[src/rtl/if_fetch_stage.sv]
// Instruction-fetch stage: owns the PC, drives imem address, optional BTB (macro FETCH_BTB_EN).
// Latency: imem_addr is combinational next-PC; if_pc/if_flush registered, one cycle later.
// Backpressure: pipeline_en=0 holds the PC (memory re-reads it); ex_redirect overrides a stall.
module if_fetch_stage #(
   parameter int          BTB_ENTRIES = 16,
   parameter logic [31:0] RESET_PC    = 32'h0000_0000
) (
   input  logic        clk,
   input  logic        rst_n,
   input  logic        pipeline_en,
   input  logic        ex_redirect,
   input  logic [31:0] ex_redirect_pc,
   input  logic        ex_update_en,
   input  logic [31:0] ex_update_pc,
   input  logic        ex_update_taken,
   input  logic [31:0] ex_update_target,
   output logic [31:0] imem_addr,
   output logic [31:0] if_pc,
   output logic        if_pred_taken,
   output logic        if_flush
);

   logic [31:0] r_pc;
   logic        r_flush;
   logic [31:0] w_next_pc;
   logic        w_pred_taken;
   logic [31:0] w_pred_target;

`ifdef FETCH_BTB_EN
   localparam int IDX  = $clog2(BTB_ENTRIES);
   localparam int TAGW = 30 - IDX;

   logic            r_btb_vld [BTB_ENTRIES];
   logic [TAGW-1:0] r_btb_tag [BTB_ENTRIES];
   logic [31:0]     r_btb_tgt [BTB_ENTRIES];
   logic [1:0]      r_btb_ctr [BTB_ENTRIES];

   logic [IDX-1:0]  w_lk_idx;
   logic [TAGW-1:0] w_lk_tag;
   logic [IDX-1:0]  w_up_idx;
   logic [TAGW-1:0] w_up_tag;
   logic            w_up_hit;
   logic [1:0]      w_unused;

   // Word-aligned fetch: the two low address bits never select or tag an entry.
   assign w_unused      = r_pc[1:0] ^ ex_update_pc[1:0];

   assign w_lk_idx      = r_pc[IDX+1:2];
   assign w_lk_tag      = r_pc[31:IDX+2];
   assign w_up_idx      = ex_update_pc[IDX+1:2];
   assign w_up_tag      = ex_update_pc[31:IDX+2];
   assign w_up_hit      = r_btb_vld[w_up_idx] && (r_btb_tag[w_up_idx] == w_up_tag);

   // Lookup reads the current (pre-training) contents, so same-cycle training shows up next cycle.
   assign w_pred_taken  = r_btb_vld[w_lk_idx] && (r_btb_tag[w_lk_idx] == w_lk_tag)
                          && r_btb_ctr[w_lk_idx][1];
   assign w_pred_target = r_btb_tgt[w_lk_idx];

   // BTB training: saturating counter on hit, allocate weakly-taken on a taken miss.
   always_ff @(posedge clk or negedge rst_n) begin
      if (!rst_n) begin
         for (int i = 0; i < BTB_ENTRIES; i++) begin
            r_btb_vld[i] <= 1'b0;
            r_btb_tag[i] <= '0;
            r_btb_tgt[i] <= '0;
            r_btb_ctr[i] <= 2'b01;
         end
      end else if (ex_update_en) begin
         if (w_up_hit) begin
            if (ex_update_taken) begin
               r_btb_tgt[w_up_idx] <= ex_update_target;
               if (r_btb_ctr[w_up_idx] != 2'b11)
                  r_btb_ctr[w_up_idx] <= r_btb_ctr[w_up_idx] + 2'b01;
            end else if (r_btb_ctr[w_up_idx] != 2'b00) begin
               r_btb_ctr[w_up_idx] <= r_btb_ctr[w_up_idx] - 2'b01;
            end
         end else if (ex_update_taken) begin
            r_btb_vld[w_up_idx] <= 1'b1;
            r_btb_tag[w_up_idx] <= w_up_tag;
            r_btb_tgt[w_up_idx] <= ex_update_target;
            r_btb_ctr[w_up_idx] <= 2'b10;
         end
      end
   end
`else
   localparam int unused_btb_entries = BTB_ENTRIES;
   logic w_unused;

   // Static not-taken: training inputs are accepted but have no effect.
   assign w_unused      = ^{ex_update_en, ex_update_pc, ex_update_taken, ex_update_target};
   assign w_pred_taken  = 1'b0;
   assign w_pred_target = 32'h0000_0000;
`endif

   // Next-PC priority: redirect, then stall hold, then predicted target, then sequential.
   always_comb begin
      w_next_pc = r_pc + 32'd4;
      if (ex_redirect)
         w_next_pc = ex_redirect_pc;
      else if (!pipeline_en)
         w_next_pc = r_pc;
      else if (w_pred_taken)
         w_next_pc = w_pred_target;
   end

   // PC and flush registers; flush marks the first slot after reset as a bubble.
   always_ff @(posedge clk or negedge rst_n) begin
      if (!rst_n) begin
         r_pc    <= RESET_PC;
         r_flush <= 1'b1;
      end else begin
         r_pc    <= w_next_pc;
         r_flush <= 1'b0;
      end
   end

   // While reset is held the memory address must not follow a redirect input.
   assign imem_addr     = rst_n ? w_next_pc : RESET_PC;
   assign if_pc         = r_pc;
   assign if_pred_taken = w_pred_taken;
   assign if_flush      = r_flush;

endmodule

[config.mk]
export PLATFORM = sky130hd
export DESIGN_NAME = if_fetch_stage
export DESIGN_NICKNAME = d
export VERILOG_FILES = /design/src/rtl/if_fetch_stage.sv
export SDC_FILE = /design/constraint.sdc
export NUM_CORES = 1
export LEC_CHECK = 0
export ABC_AREA = 1
export CELL_PAD_IN_SITES_DETAIL_PLACEMENT = 1
export CELL_PAD_IN_SITES_GLOBAL_PLACEMENT = 1
export CORE_MARGIN = 2
export CORE_UTILIZATION = 25
export DETAILED_ROUTE_END_ITERATION = 8
export GPL_ROUTABILITY_DRIVEN = 0
export GPL_TIMING_DRIVEN = 0
export PLACE_DENSITY = 0.93
export SETUP_SLACK_MARGIN = 0.05
export SYNTH_ARGS = -nofsm -noshare
export SYNTH_HDL_FRONTEND = slang
export SYNTH_SLANG_ARGS = --single-unit
[constraint.sdc]
create_clock -name clk -period 5.5 [get_ports clk]
set_clock_uncertainty 0.15 [all_clocks]
set_input_delay 1.1 -clock clk [delete_from_list [all_inputs] [get_ports clk]]
set_output_delay 1.1 -clock clk [all_outputs]
set_load 0.1 [all_outputs]
After elaboration in Yosys (flattened, before gate mapping)
Cells that the tools add are included.
{ "word_totals": {"ff_bits": 33, "inputBits": 102, "elab_cells": 6} }
{ "classes": {"add_sub_neg": 1, "n_mux": 3} }
{ "ops": {"columns": ["operator", "n"], "rows": [
  ["$mux W32", 3],
  ["$add A32 B3 Y32 const B", 1]
]} }

Logic depth before layout (Yosys ltp)
{ "logic_depth": {"depth_word": 4, "mapped_depth": 10, "mapped_depth_nobuf": 10} }

Worst setup path before layout
Ideal clock, no wire load.
{ "synth_timing": {"path_type": "register to output", "startpoint": "register r_pc[3], in the netlist if_pc[3]", "endpoint": "output imem_addr[18]", "arrival_ps": 3450, "required_ps": 4250, "slack_ps": 800, "stages_incl_launch_ff": 10, "path_buffers": 0, "path_cell_list": "dfrtp_1 ha_1 nand2_1 nor2_4 nand3_4 nor2_4 nand2_1 nand2_1 nand3_1 a21oi_1"} }
{ "synth_via": {"elab_chain_len": 4} }
{ "synth_lines": {"columns": ["element", "line_no", "source"], "rows": [
  ["start: declaration", "23", "logic [31:0] r_pc;"],
  ["start signal: assignment", "112", "r_pc <= w_next_pc;"],
  ["$add A32 B3 Y32", "97", "w_next_pc = r_pc + 32'd4;"],
  ["$mux W32", "100", "else if (!pipeline_en)"],
  ["$mux W32", "98", "if (ex_redirect)"],
  ["$mux W32", "118", "assign imem_addr = rst_n ? w_next_pc : RESET_PC;"],
  ["end: declaration", "17", "output logic [31:0] imem_addr,"]
]} }
No other way between the ends.

Final worst setup path
{ "layout_timing": {"startpoint": "input ex_redirect", "endpoint": "output imem_addr[1]"} }
{ "layout_via": {"elab_chain_len": 2} }
{ "layout_lines": {"columns": ["element", "line_no", "source"], "rows": [
  ["start: declaration", "11", "input logic ex_redirect,"],
  ["$mux W32", "98", null],
  ["$mux W32", "118", null]
]} }
No other way between the ends.

==> qor.txt <==
outcome: complete, no violations
vias post-DR: 2709
largest net degree at the start of global routing: 38
Inserted Clock Buffers: 5
count of final setup violators: 0
FF+latch count, synth: 33
Num Clock Sinks: 33
area growth from synthesis to layout: 52.47%
Core Util, Final: 39.60%
I/O Buffers: 99
fill count: 1182
Worst R2R Path Depth: 10
register area: 827.0 µm²
Std-Cell Rows: 35
final hold vios: 0
CTS root buf: clkbuf_8
Synth Instances: 352
Total GRT Usage: 18.32%
Worst Path Max Fanout: 10
final hold slack: 0.3675 ns
pwr/cell area: 283.3 mW/mm²
Worst setup SP type: primary input
max-slew violations: 0
Clk pin slew, worst setup/hold paths: 0.07 ns
period utilization: 95.81%
Yosys warning total: 0
Critical Path RT: 4.25 ns
starting density of the core: 25.97%
Non-Filler Instances: 589
Via density: 4.599
mean routed wirelength per cell: 15.66 µm
VDD IR max: 105.7 µV
critical path class: primary input to output pin
gr ovfl total: 0
pre-CTS WS: 0.1346 ns
Worst Hold Depth: 2
post-synth cell types: 37
CTS tree: yes
Worst Path Arrival: 4.02 ns
most common cell after layout, fill and taps aside: nand2_1
Tot Pwr: 1.042 mW
drt drc: 0
Initial DRC Count: 52
vias in the first global route: 2994
# Max-Cap Violations: 0
post-route cell area: 0.003676 mm²
Fin Setup TNS: 0 ns
Synth Cell Area: 0.002411 mm²
min-delay worst type: register to register
DIE AREA: 0.01045 mm²
Seq/Total Area, Yosys: 34.30%
Core Area: 0.009284 mm²
fmax: 0.1898 GHz
Area after DPL: 0.003562 mm²
LEAKAGE: 1.733 nW
TritonRoute pass-1 iters: 4
Multi-input gate area: 0.001374 mm²
unrepaired setup endpoints after global routing: false
clock tree buffer depth: 2
Clk Latency, worst-skew pair: 0.29 ns
mean post-synth cell area: 6.850 µm²
io pins: 168
Post-DRT Antenna Nets: 0
DIE WIDTH: 102.2 µm
Post-DP HPWL: 7298 µm
share of cells above drive strength 1: 11.52%
most frequent cells in the layout: nand2_1 (102), clkdlybuf4s50_1 (93), inv_1 (39)
final wirelength: 9223 µm
Hold Buf Count CTS: 0
relative max-transition margin: 31.95%
first-pass GRT wire length: 14810 µm
Final Worst Setup Slack: 0.2307 ns
H-tree depth: 2
Worst Max-Slew Pin Slew: 1.017 ns
dpl cells: 581
initial antenna violation count: 0
ANT cells: 0
Critical Path End Type: output pin
DIE HEIGHT: 102.2 µm
Period minus WS final: 5.269 ns
nets: 562
[critical path, stage by stage]
cell	delay (ns)
clkdlybuf4s50_1	0.59
inv_2	0.14
clkbuf_1	0.41
buf_2	0.34
nand2_1	0.12
a21oi_1	0.15
clkdlybuf4s50_1	1.16
[flip-flops by register name (all words and copies together) (netlist names)]
register  count
if_pc        32
if_flush      1
[cells in the mapped netlist]
cell	count	area, µm²
a21o_1	1	7.510
a21oi_1	14	70.07
a21oi_2	1	8.760
a31o_2	1	8.760
and2_1	3	18.77
buf_2	1	5.000
buf_4	2	15.01
clkbuf_1	8	30.03
conb_1	1	3.750
dfrtp_1	32	800.8
dfstp_2	1	26.28
ha_1	1	12.51
inv_1	39	146.4
inv_2	3	11.26
inv_4	1	6.260
nand2_1	102	382.9
nand2_2	3	18.77
nand2_4	1	11.26
nand3_1	32	160.2
nand3_2	2	20.02
nand3_4	1	17.52
nand3b_1	6	45.04
nand4_1	6	37.54
nor2_1	32	120.1
nor2_2	7	43.79
nor2_4	8	90.09
nor2_8	1	20.02
nor2b_1	1	6.260
nor3_1	4	20.02
o21ai_0	3	15.01
o21ai_1	7	35.03
o21ai_2	1	8.760
or2_0	2	12.51
or2_1	4	25.02
or2_2	10	62.56
xnor2_1	4	35.03
xor2_1	6	52.55
[final timing paths]
check,from,endpoint,slack [ns]
worst max-delay path,ex_redirect,imem_addr[1],0.23
worst min-delay path,if_pc[0]$_DFF_PN0_,if_pc[0]$_DFF_PN0_,0.37
worst max register to register,if_pc[2]$_DFF_PN0_,if_pc[20]$_DFF_PN0_,3.61
worst min register to register,if_pc[0]$_DFF_PN0_,if_pc[0]$_DFF_PN0_,0.37
max in group asynchronous,rst_n,if_pc[2]$_DFF_PN0_,3.91
min in group asynchronous,rst_n,if_pc[29]$_DFF_PN0_,0.76
[cell type report]
type | count | area share, %
multi-input combinational | 266 | 37.37
sequential | 33 | 22.50
clock inverter | 1 | 0.1361
tap | 129 | 4.391
timing repair buffer | 99 | 27.16
buffer | 11 | 1.361
clock buffer | 7 | 2.621
inverter | 43 | 4.459
[repair_timing]
| item | 4_1_cts | 5_1_grt |
|---|---|---|
| endpoints found under the setup margin | 0 | 5 |
| setup buffers | 0 | 0 |
| gates resized for setup | 0 | 5 |
[per-layer routing]
metal	wire length, µm	GRT usage (%)
met2	4773	33.05
met5	0	0
met4	189	5.744
met1	3757	21.65
met3	502	3.967
[power by group]
part	internal [mW]	switching [mW]
registers	0.265	0.0317
clock network	0.113	0.0984
logic	0.125	0.408
[cells by family after synthesis]
kind of cell	count (synthesis)	share of synthesized area (%)
AOI/OAI and AO/OA	28	6.383
xor gates and xnor gates	10	3.632
adders and majority gates	1	0.5189
buffers and inverters	54	8.874
DFF	33	34.30
other	1	0.1555
and+or+nand+nor	225	46.13
Note: power is estimated with default switching activity, not from simulation.
